File: config.mk
export PLATFORM = sky130hd
export DESIGN_NAME = ysyx_23060229_lsu
export DESIGN_NICKNAME = d
export VERILOG_FILES = /design/src/rtl/ysyx_23060229_lsu_pkg.sv /design/src/rtl/ysyx_23060229_lsu_align.sv /design/src/rtl/ysyx_23060229_lsu.sv
export SDC_FILE = /design/constraint.sdc
export NUM_CORES = 1
export LEC_CHECK = 0
export BUFFER_PORTS_ARGS = -buffer_cell sky130_fd_sc_hd__buf_4
export CAP_MARGIN = 20
export CORE_AREA = 2 2 110 112
export CTS_BUF_LIST = sky130_fd_sc_hd__clkbuf_4
export CTS_CLUSTER_SIZE = 16
export DETAILED_ROUTE_END_ITERATION = 16
export DIE_AREA = 0 0 112 114
export MAX_ROUTING_LAYER = met4
export PLACE_DENSITY = 0.88
export SETUP_SLACK_MARGIN = 0.4
export SLEW_MARGIN = 20
export SYNTH_ARGS = -nofsm -noshare
export SYNTH_HDL_FRONTEND = slang
export SYNTH_SLANG_ARGS = --single-unit
File: constraint.sdc
create_clock -name clk -period 3.8 [get_ports clk]
set_input_delay 0.38 -clock clk [delete_from_list [all_inputs] [get_ports clk]]
set_output_delay 0.38 -clock clk [all_outputs]
set_load 0.05 [all_outputs]
File: src/rtl/ysyx_23060229_lsu_pkg.sv
// Shared definitions for the load/store unit: RV32 funct3 codes,
// FSM state encoding and byte-mask base patterns.
package ysyx_23060229_lsu_pkg;

  // Load funct3 codes
  localparam logic [2:0] LB  = 3'b000;
  localparam logic [2:0] LH  = 3'b001;
  localparam logic [2:0] LW  = 3'b010;
  localparam logic [2:0] LBU = 3'b100;
  localparam logic [2:0] LHU = 3'b101;

  // Store funct3 codes
  localparam logic [2:0] SB  = 3'b000;
  localparam logic [2:0] SH  = 3'b001;
  localparam logic [2:0] SW  = 3'b010;

  typedef enum logic [1:0] {
    S_IDLE    = 2'd0,
    S_RD_WAIT = 2'd1,
    S_WR      = 2'd2,
    S_RESP    = 2'd3
  } lsu_state_e;

  // Byte-lane mask before shifting into position
  localparam logic [3:0] MASK_B = 4'b0001;
  localparam logic [3:0] MASK_H = 4'b0011;
  localparam logic [3:0] MASK_W = 4'b1111;

endpackage

File: src/rtl/ysyx_23060229_lsu_align.sv
// Combinational datapath of the LSU.
//   addr_lo_i  : byte offset within the word
//   funct3_i   : RV32 funct3 of the access
//   wen_i      : 1 = store, 0 = load
//   wdata_i    : right-aligned store data
//   rdata_i    : raw memory read word
//   wdata_o    : lane-shifted store data
//   wmask_o    : byte-lane mask (upper nibble always 0)
//   ldata_o    : extracted and extended load data
//   err_o      : illegal funct3 or misaligned address
module ysyx_23060229_lsu_align
  import ysyx_23060229_lsu_pkg::*;
(
  input  logic [1:0]  addr_lo_i,
  input  logic [2:0]  funct3_i,
  input  logic        wen_i,
  input  logic [31:0] wdata_i,
  input  logic [31:0] rdata_i,
  output logic [31:0] wdata_o,
  output logic [7:0]  wmask_o,
  output logic [31:0] ldata_o,
  output logic        err_o
);

  logic [31:0] sh;
  logic [3:0]  base;
  logic        illegal;
  logic        misaligned;

  always_comb begin
    sh = rdata_i >> {addr_lo_i, 3'b000};
    case (funct3_i)
      LB:      ldata_o = {{24{sh[7]}}, sh[7:0]};
      LH:      ldata_o = {{16{sh[15]}}, sh[15:0]};
      LBU:     ldata_o = {24'b0, sh[7:0]};
      LHU:     ldata_o = {16'b0, sh[15:0]};
      default: ldata_o = sh;
    endcase
  end

  always_comb begin
    case (funct3_i[1:0])
      2'b00:   base = MASK_B;
      2'b01:   base = MASK_H;
      default: base = MASK_W;
    endcase
    wmask_o = {4'b0000, base << addr_lo_i};
    wdata_o = wdata_i << {addr_lo_i, 3'b000};
  end

  always_comb begin
    if (wen_i) illegal = !(funct3_i inside {SB, SH, SW});
    else       illegal = !(funct3_i inside {LB, LH, LW, LBU, LHU});
    misaligned = ((funct3_i[1:0] == 2'b01) && addr_lo_i[0])
              || ((funct3_i[1:0] == 2'b10) && (addr_lo_i != 2'b00));
    err_o = illegal || misaligned;
  end

endmodule

File: src/rtl/ysyx_23060229_lsu.sv
// Load/store unit in front of the NPC data memory.
//   clk, rst             : clock, asynchronous active-low reset
//   req_*                : one request at a time, valid/ready handshake
//   resp_*               : single response with extended data and error flag
//   mem_ren/raddr/rdata  : word read port, rdata sampled after LAT cycles
//   mem_wen/waddr/wdata/wmask : word write port, one-cycle write strobe
module ysyx_23060229_lsu
  import ysyx_23060229_lsu_pkg::*;
#(
  parameter int unsigned ADDR_WIDTH = 32,
  parameter int unsigned DATA_WIDTH = 32,
  parameter int unsigned LAT        = 1
) (
  input  logic                  clk,
  input  logic                  rst,
  input  logic                  req_valid,
  output logic                  req_ready,
  input  logic                  req_wen,
  input  logic [2:0]            req_funct3,
  input  logic [ADDR_WIDTH-1:0] req_addr,
  input  logic [DATA_WIDTH-1:0] req_wdata,
  output logic                  resp_valid,
  input  logic                  resp_ready,
  output logic [DATA_WIDTH-1:0] resp_rdata,
  output logic                  resp_err,
  output logic                  mem_ren,
  output logic [ADDR_WIDTH-1:0] mem_raddr,
  input  logic [DATA_WIDTH-1:0] mem_rdata,
  output logic                  mem_wen,
  output logic [ADDR_WIDTH-1:0] mem_waddr,
  output logic [DATA_WIDTH-1:0] mem_wdata,
  output logic [7:0]            mem_wmask
);

  localparam logic [3:0] LAT_M1 = 4'(LAT - 1);

  lsu_state_e            state_q, state_d;
  logic [3:0]            cnt_q, cnt_d;
  logic                  wen_q, wen_d;
  logic [2:0]            f3_q, f3_d;
  logic [ADDR_WIDTH-1:0] addr_q, addr_d;
  logic [DATA_WIDTH-1:0] wdata_q, wdata_d;
  logic [DATA_WIDTH-1:0] rdata_q, rdata_d;
  logic                  err_q, err_d;

  logic                  idle;
  logic [1:0]            al_lo;
  logic [2:0]            al_f3;
  logic                  al_wen;
  logic [DATA_WIDTH-1:0] al_wdata;
  logic [7:0]            al_wmask;
  logic [DATA_WIDTH-1:0] al_ldata;
  logic                  al_err;
  logic [ADDR_WIDTH-1:0] word_addr;

  // The legality check must see the incoming request while idle; every
  // other use of the datapath works from the latched copy.
  assign idle   = (state_q == S_IDLE);
  assign al_lo  = idle ? req_addr[1:0] : addr_q[1:0];
  assign al_f3  = idle ? req_funct3    : f3_q;
  assign al_wen = idle ? req_wen       : wen_q;

  ysyx_23060229_lsu_align u_align (
    .addr_lo_i (al_lo),
    .funct3_i  (al_f3),
    .wen_i     (al_wen),
    .wdata_i   (wdata_q),
    .rdata_i   (mem_rdata),
    .wdata_o   (al_wdata),
    .wmask_o   (al_wmask),
    .ldata_o   (al_ldata),
    .err_o     (al_err)
  );

  always_comb begin
    state_d = state_q;
    cnt_d   = cnt_q;
    wen_d   = wen_q;
    f3_d    = f3_q;
    addr_d  = addr_q;
    wdata_d = wdata_q;
    rdata_d = rdata_q;
    err_d   = err_q;
    case (state_q)
      S_IDLE: begin
        if (req_valid) begin
          wen_d   = req_wen;
          f3_d    = req_funct3;
          addr_d  = req_addr;
          wdata_d = req_wdata;
          rdata_d = '0;
          err_d   = al_err;
          if (al_err)       state_d = S_RESP;
          else if (req_wen) state_d = S_WR;
          else begin
            state_d = S_RD_WAIT;
            cnt_d   = LAT_M1;
          end
        end
      end
      S_RD_WAIT: begin
        if (cnt_q == 4'd0) begin
          rdata_d = al_ldata;
          state_d = S_RESP;
        end else begin
          cnt_d = cnt_q - 4'd1;
        end
      end
      S_WR:    state_d = S_RESP;
      S_RESP:  if (resp_ready) state_d = S_IDLE;
      default: state_d = S_IDLE;
    endcase
  end

  always_ff @(posedge clk or negedge rst) begin
    if (!rst) begin
      state_q <= S_IDLE;
      cnt_q   <= '0;
      wen_q   <= 1'b0;
      f3_q    <= '0;
      addr_q  <= '0;
      wdata_q <= '0;
      rdata_q <= '0;
      err_q   <= 1'b0;
    end else begin
      state_q <= state_d;
      cnt_q   <= cnt_d;
      wen_q   <= wen_d;
      f3_q    <= f3_d;
      addr_q  <= addr_d;
      wdata_q <= wdata_d;
      rdata_q <= rdata_d;
      err_q   <= err_d;
    end
  end

  assign word_addr  = {addr_q[ADDR_WIDTH-1:2], 2'b00};

  assign req_ready  = idle;
  assign resp_valid = (state_q == S_RESP);
  assign resp_rdata = resp_valid ? rdata_q : '0;
  assign resp_err   = resp_valid & err_q;

  assign mem_ren    = (state_q == S_RD_WAIT);
  assign mem_raddr  = mem_ren ? word_addr : '0;
  assign mem_wen    = (state_q == S_WR);
  assign mem_waddr  = mem_wen ? word_addr : '0;
  assign mem_wdata  = mem_wen ? al_wdata  : '0;
  assign mem_wmask  = mem_wen ? al_wmask  : '0;

endmodule

# After elaboration in Yosys (flattened, before gate mapping)
# Cells that the tools add are included.
dict set report totals {
  reg_bits 107
  inputBits 104
  output_inout_bits 141
  wordCells 71
}
dict set report op_classes {
  addsub 1
  eq_ne 15
  n_shift 3
  n_mux 25
  n_bitwise 1
  n_reduce_logical 18
}
# cell count
set ops {}
lappend ops {{two-way mux 32 bit} 6}
lappend ops {{one-hot mux 32 bit (4 select lines)} 1}
lappend ops {{one-hot mux 32 bit (2 select lines)} 1}
lappend ops {{left shift 32 x 5 -> 32 bit} 1}
lappend ops {{>> shifter 32 x 5 -> 32 bit} 1}
lappend ops {{two-way mux 4 bit} 5}
lappend ops {{one-hot mux 4 bit (2 select lines)} 2}
lappend ops {{two-way mux 2 bit} 6}
lappend ops {{!= test 2 bit, second input constant} 4}
lappend ops {{one-hot mux 2 bit (4 select lines)} 1}
lappend ops {{== test 2 bit, second input constant} 3}
lappend ops {{== test 3 bit, second input constant} 2}
lappend ops {{AND reduction 3 bit} 2}
lappend ops {{AND reduction 5 bit} 1}
lappend ops {{nonzero test 5 bit} 1}
lappend ops {{== test 2 x 1 -> 1 bit, second input constant} 2}
lappend ops {{logical NOT 2 bit} 2}
lappend ops {{logical NOT 4 bit} 1}
lappend ops {{!= test 2 x 1 -> 1 bit, second input constant} 2}
lappend ops {{nonzero test 2 bit} 2}
lappend ops {{left shift 4 x 2 -> 4 bit} 1}
lappend ops {{subtractor 4 x 1 -> 4 bit, second input constant} 1}
lappend ops {{== test 3 x 1 -> 1 bit, second input constant} 1}
lappend ops {{== test 3 x 2 -> 1 bit, second input constant} 1}
lappend ops {{other kinds (9)} 13}

# Longest topological paths before layout
dict set report logic_depth {
  word_depth 10
  ltp_mapped 10
  ltp_nobuf 7
}

# By module
# Synthesis repeated with hierarchy kept, for this count alone.
dict set report hier_totals {
  hier_cells 719
  hier_area_um2 7026.7
}
# module n_inst cells_each area_each_um2 seq_area_each_um2
set by_module_without_submodules {}
lappend by_module_without_submodules {ysyx_23060229_lsu 1 504 5554.1 2677.6}
lappend by_module_without_submodules {ysyx_23060229_lsu_align 1 215 1472.7 0.0}

# Worst setup path before layout
# Ideal clock, no wire load.
dict set report synth_timing {
  kind {flip-flop to output port}
  from {register state_q[0]}
  to {output mem_wdata[0]}
  arrival_time_ns 3.404
  t_required_ns 3.420
  path_slack_ns 0.016
  stages_incl_launch_ff 10
  path_buffers 3
  cell_sequence {dfrtp_1 -> inv_1 -> ha_1 -> buf_4 -> mux2i_1 -> buf_4 -> buf_4 -> nand2_2 -> nor2_1 -> and2_1}
}
dict set report synth_between {
  elab_chain_len 4
  word_cells_on_any_way 5
  cone_classes {eq/ne (1); shift (1); mux (2); reduce/logical (1)}
}
# element line_no
set synth_rtl {}
lappend synth_rtl {{from (decl)} ysyx_23060229_lsu.sv:37} ;# lsu_state_e state_q, state_d;
lappend synth_rtl {{from (signal assigned)} ysyx_23060229_lsu.sv:126} ;# state_q <= state_d;
lappend synth_rtl {{logical NOT 2 bit} ysyx_23060229_lsu.sv:58} ;# assign idle = (state_q == S_IDLE);
lappend synth_rtl {{net req_ready} ysyx_23060229_lsu.sv:17} ;# output logic req_ready,
lappend synth_rtl {{two-way mux 2 bit} ysyx_23060229_lsu.sv:59} ;# assign al_lo = idle ? req_addr[1:0] : addr_q[1:0];
lappend synth_rtl {{left shift 32 x 5 -> 32 bit} ysyx_23060229_lsu_align.sv:48} ;# wdata_o = wdata_i << {addr_lo_i, 3'b000};
lappend synth_rtl {{two-way mux 32 bit} ysyx_23060229_lsu.sv:148} ;# assign mem_wdata = mem_wen ? al_wdata : '0;
lappend synth_rtl {{to (decl)} ysyx_23060229_lsu.sv:31} ;# output logic [DATA_WIDTH-1:0] mem_wdata,
# The timed path passes the listed nets, and every way through them passes these cells.

# Worst setup path in the final report
dict set report layout_timing {
  from {register state_q[0]}
  to {output mem_wdata[30]}
}
dict set report layout_between {
  elab_chain_len 4
  word_cells_on_any_way 5
  cone_classes {eq/ne (1); shift (1); mux (2); reduce/logical (1)}
}
# element line_no
set layout_rtl {}
lappend layout_rtl {{logical NOT 2 bit} ysyx_23060229_lsu.sv:58}
lappend layout_rtl {{two-way mux 2 bit} ysyx_23060229_lsu.sv:59}
lappend layout_rtl {{left shift 32 x 5 -> 32 bit} ysyx_23060229_lsu_align.sv:48}
lappend layout_rtl {{two-way mux 32 bit (*)} ysyx_23060229_lsu.sv:148}
# Every way passes the cells marked *; elsewhere a longest branch is shown, timed or not.

==> key figures <==
Global route
  • Antenna violations before repair: 0
  • Largest net degree at the start of global routing: 58
  • Grt ovf: 0
  • Total GRT Usage: 28.10%
  • First-pass GRT wire length: 28010 um
  • Vias in the first global route: 5561

Power
  • Max VDD drop: 0.0006128 V
  • Seq pwr share: 24.8%
  • Combinational power share: 67.1%
  • Internal: 0.004120 W
  • Clk pwr share: 8.1%
  • Leak: 4.182 nW
  • Total Power: 0.008507 W
  • Sw frac: 51.57%
  • P_sw: 0.004387 W
  • Pwr Density: 1011 nW/um2

Timing
  • Hold slack: 131.4 ps
  • Setup TNS: 0 ps
  • Slew @ Worst Pin: 1060 ps
  • RSZ-0062 raised after global routing: no
  • Slack of the critical path: 614.7 ps
  • FMAX: 313.9 MHz
  • Max transition margin: 29.34%
  • Hold Vio Cnt, Final: 0
  • Setup violators final: 0
  • Final Slew Violations: 0
  • Clk_skew: 19.32 ps
  • Min Tclk post-route: 3185 ps
  • Period utilization: 83.82%

Placed design
  • # port buffers: 236
  • Post-DP HPWL: 13230 um
  • Pre-CTS WS: 700.0 ps
  • GP Congestion: 0.8979

Drt
  • Routed via count: 5568
  • DRC: 0
  • Via density: 5.641
  • Routed wire length: 17840 um
  • WL/cell: 18.07 um
  • First-pass DRT Iterations: 6
  • Initial DRC Count: 364
  • Final ANT Viol Nets: 0

Cells and area
  • Layout cell share with drive strength beyond 1: 45.17%
  • Area grow syn2layout: 33.68%
  • Commonest non-fill, non-tap cell in the layout: buf_4
  • Nets: 943
  • Most frequent cells in the layout: buf_4 (253), and2_1 (111), dfrtp_1 (107)
  • Fill cells: 840

Clock tree
  • Worst skew pair latency: 460 ps
  • Depth of the CTS H-tree: 3
  • Clk sinks: 107
  • Clock Path Buffers: 2
  • TritonCTS Buffers: 9
  • TritonCTS clock tree: yes
  • Clk slew on worst S/H paths: 190 ps
  • Root Buffer: clkbuf_4

Yosys
  • Number of enable flip-flop cells after synthesis: 0
  • Synth warn: 0
  • Async SR Flop Fraction: 100.0%
  • Cell area after synthesis: 6296 um2
  • Ys flop type: dfrtp_1
  • Seq/Total Area, Yosys: 42.53%
  • #FFs+latches synth: 107
  • Mapped Cells: 612
  • Avg Inst Size Synth: 10.29 um2
  • Post-synthesis cell type count: 51

Die
  • Die X: 112 um
  • Die height: 114 um
  • Boundary pin count: 245
  • Std cell rows: 40
  • Die area: 12770 um2
  • Initial core utilization: 53.76%
  • Core Region: 11710 um2

Run
  • Max-cap viol count: 0

Critical path
  • Reg2reg setup slack: 1100 ps
  • Crit Path Class: flop to output port
  • Worst-path fanout max: 12
  • Arrival @ worst endpoint: 2810 ps
  • CP Data Required Time: 3420 ps
  • Critical Path End Type: output port
  • CP startpoint kind: flop

Min path
  • Worst min path class: input port to flop

Outcome
  • Status: finished clean
[sequential cells by signal (all words and copies together) (netlist names)]
register	flops
addr_q	32
rdata_q	32
wdata_q	32
cnt_q	4
f3_q	3
state_q	2
err_q	1
wen_q	1
[synthesized netlist by cell type (all sizes together), types with 2 or more instances]
| library cell | number | area, um2 |
|---|---|---|
| mux2i | 20 | 203.9 |
| inv | 11 | 41.29 |
| a2bb2oi | 2 | 17.52 |
| buf | 30 | 192.7 |
| dfrtp | 107 | 2678 |
| or3 | 2 | 12.51 |
| a21oi | 14 | 70.07 |
| a22o | 16 | 140.1 |
| nand2b | 9 | 56.30 |
| nand2 | 75 | 286.5 |
| ha | 5 | 62.56 |
| a22oi | 24 | 180.2 |
| nor2 | 7 | 28.78 |
| clkbuf | 21 | 78.83 |
| mux4 | 8 | 180.2 |
| nor2b | 10 | 62.56 |
| nor3b | 2 | 15.01 |
| o22ai | 13 | 81.33 |
| o21ai | 14 | 70.06 |
| o32a | 2 | 20.02 |
| o211ai | 8 | 70.06 |
| nand3 | 5 | 25.02 |
| nor3 | 3 | 15.01 |
| and2 | 111 | 694.4 |
| mux2 | 77 | 867.1 |
[per-stage QoR]
stage,utilization (%),instance area [um2],std cells
after global routing,71.85,8414,986
after global placement,69.96,8193,965
final,71.87,8417,987
after detailed placement,69.96,8193,965
after CTS,71.61,8387,983
after floorplan,-,6360,619
[worst max-delay path: stages, from the launching register on]
cell and delay [ps]:
dfrtp_1 450, inv_1 110, ha_2 360, mux2i_4 300
buf_4 240, mux4_2 520, and2_1 190, buf_4 190
[kinds of logic after synthesis]
kind of cell             Yosys count  share of synthesized area [%]
AO/OA/AOI/OAI                    104                          12.04
multiplexers                     105                          19.87
buffers and inverters             62                          4.968
adder cells (fa/ha/maj)            5                         0.9936
other                              1                        0.05956
AND/OR/NAND/NOR                  228                          19.53
flip-flops                       107                          42.53
[layer usage]
layer / routed length (um) / GRT usage [%] / vias to the layer above
li1: - / - / 2562
met1: 6992 / 34.86 / 2694
met2: 9224 / 48.44 / 277
met3: 1220 / 3.294 / 35
met4: 402 / 9.350 / 0
met5: 0 / - / -
[final timing paths]
path	start	end	cells after the start
max	state_q[0]	mem_wdata[30]	7
min reg2reg	rdata_q[1]	rdata_q[1]	1
min in group asynchronous	rst	rdata_q[4]	2
max reg2reg	state_q[0]	rdata_q[16]	7
max in group asynchronous	rst	wdata_q[26]	3
min	req_addr[13]	addr_q[13]	2
[power groups by stage]
stage	logic [W]	registers, W	clock network (W)
6_report	0.00571	0.00211	0.000690
2_1_floorplan	0.00430	0.00195	0
3_5_place_dp	0.00564	0.00213	0
3_3_place_gp	0.00550	0.00208	0
4_1_cts	0.00567	0.00210	0.000700
5_1_grt	0.00606	0.00218	0.000747
[final cells by class]
type	instances	area, um2	area share [%]
Antenna cell	1	2.502	0.02973
Clock buffer	9	67.56	0.8027
Clock inverter	7	106.4	1.264
Inverter	11	41.29	0.4906
Multi-Input combinational cell	450	3408	40.49
Sequential cell	107	2678	31.81
Tap cell	147	183.9	2.185
Timing Repair Buffer	255	1929	22.92
[repair_timing]
item / 4_1_cts / 5_1_grt
hold buffers: 1 / 0
endpoints found under the hold margin: 55 / 0
pin swaps: 0 / 0
gates cloned: 0 / 0
setup endpoints to repair: 22 / 18
resized for setup: 1 / 2
setup buffers: 1 / 3
(Power assumes the default switching activity.)
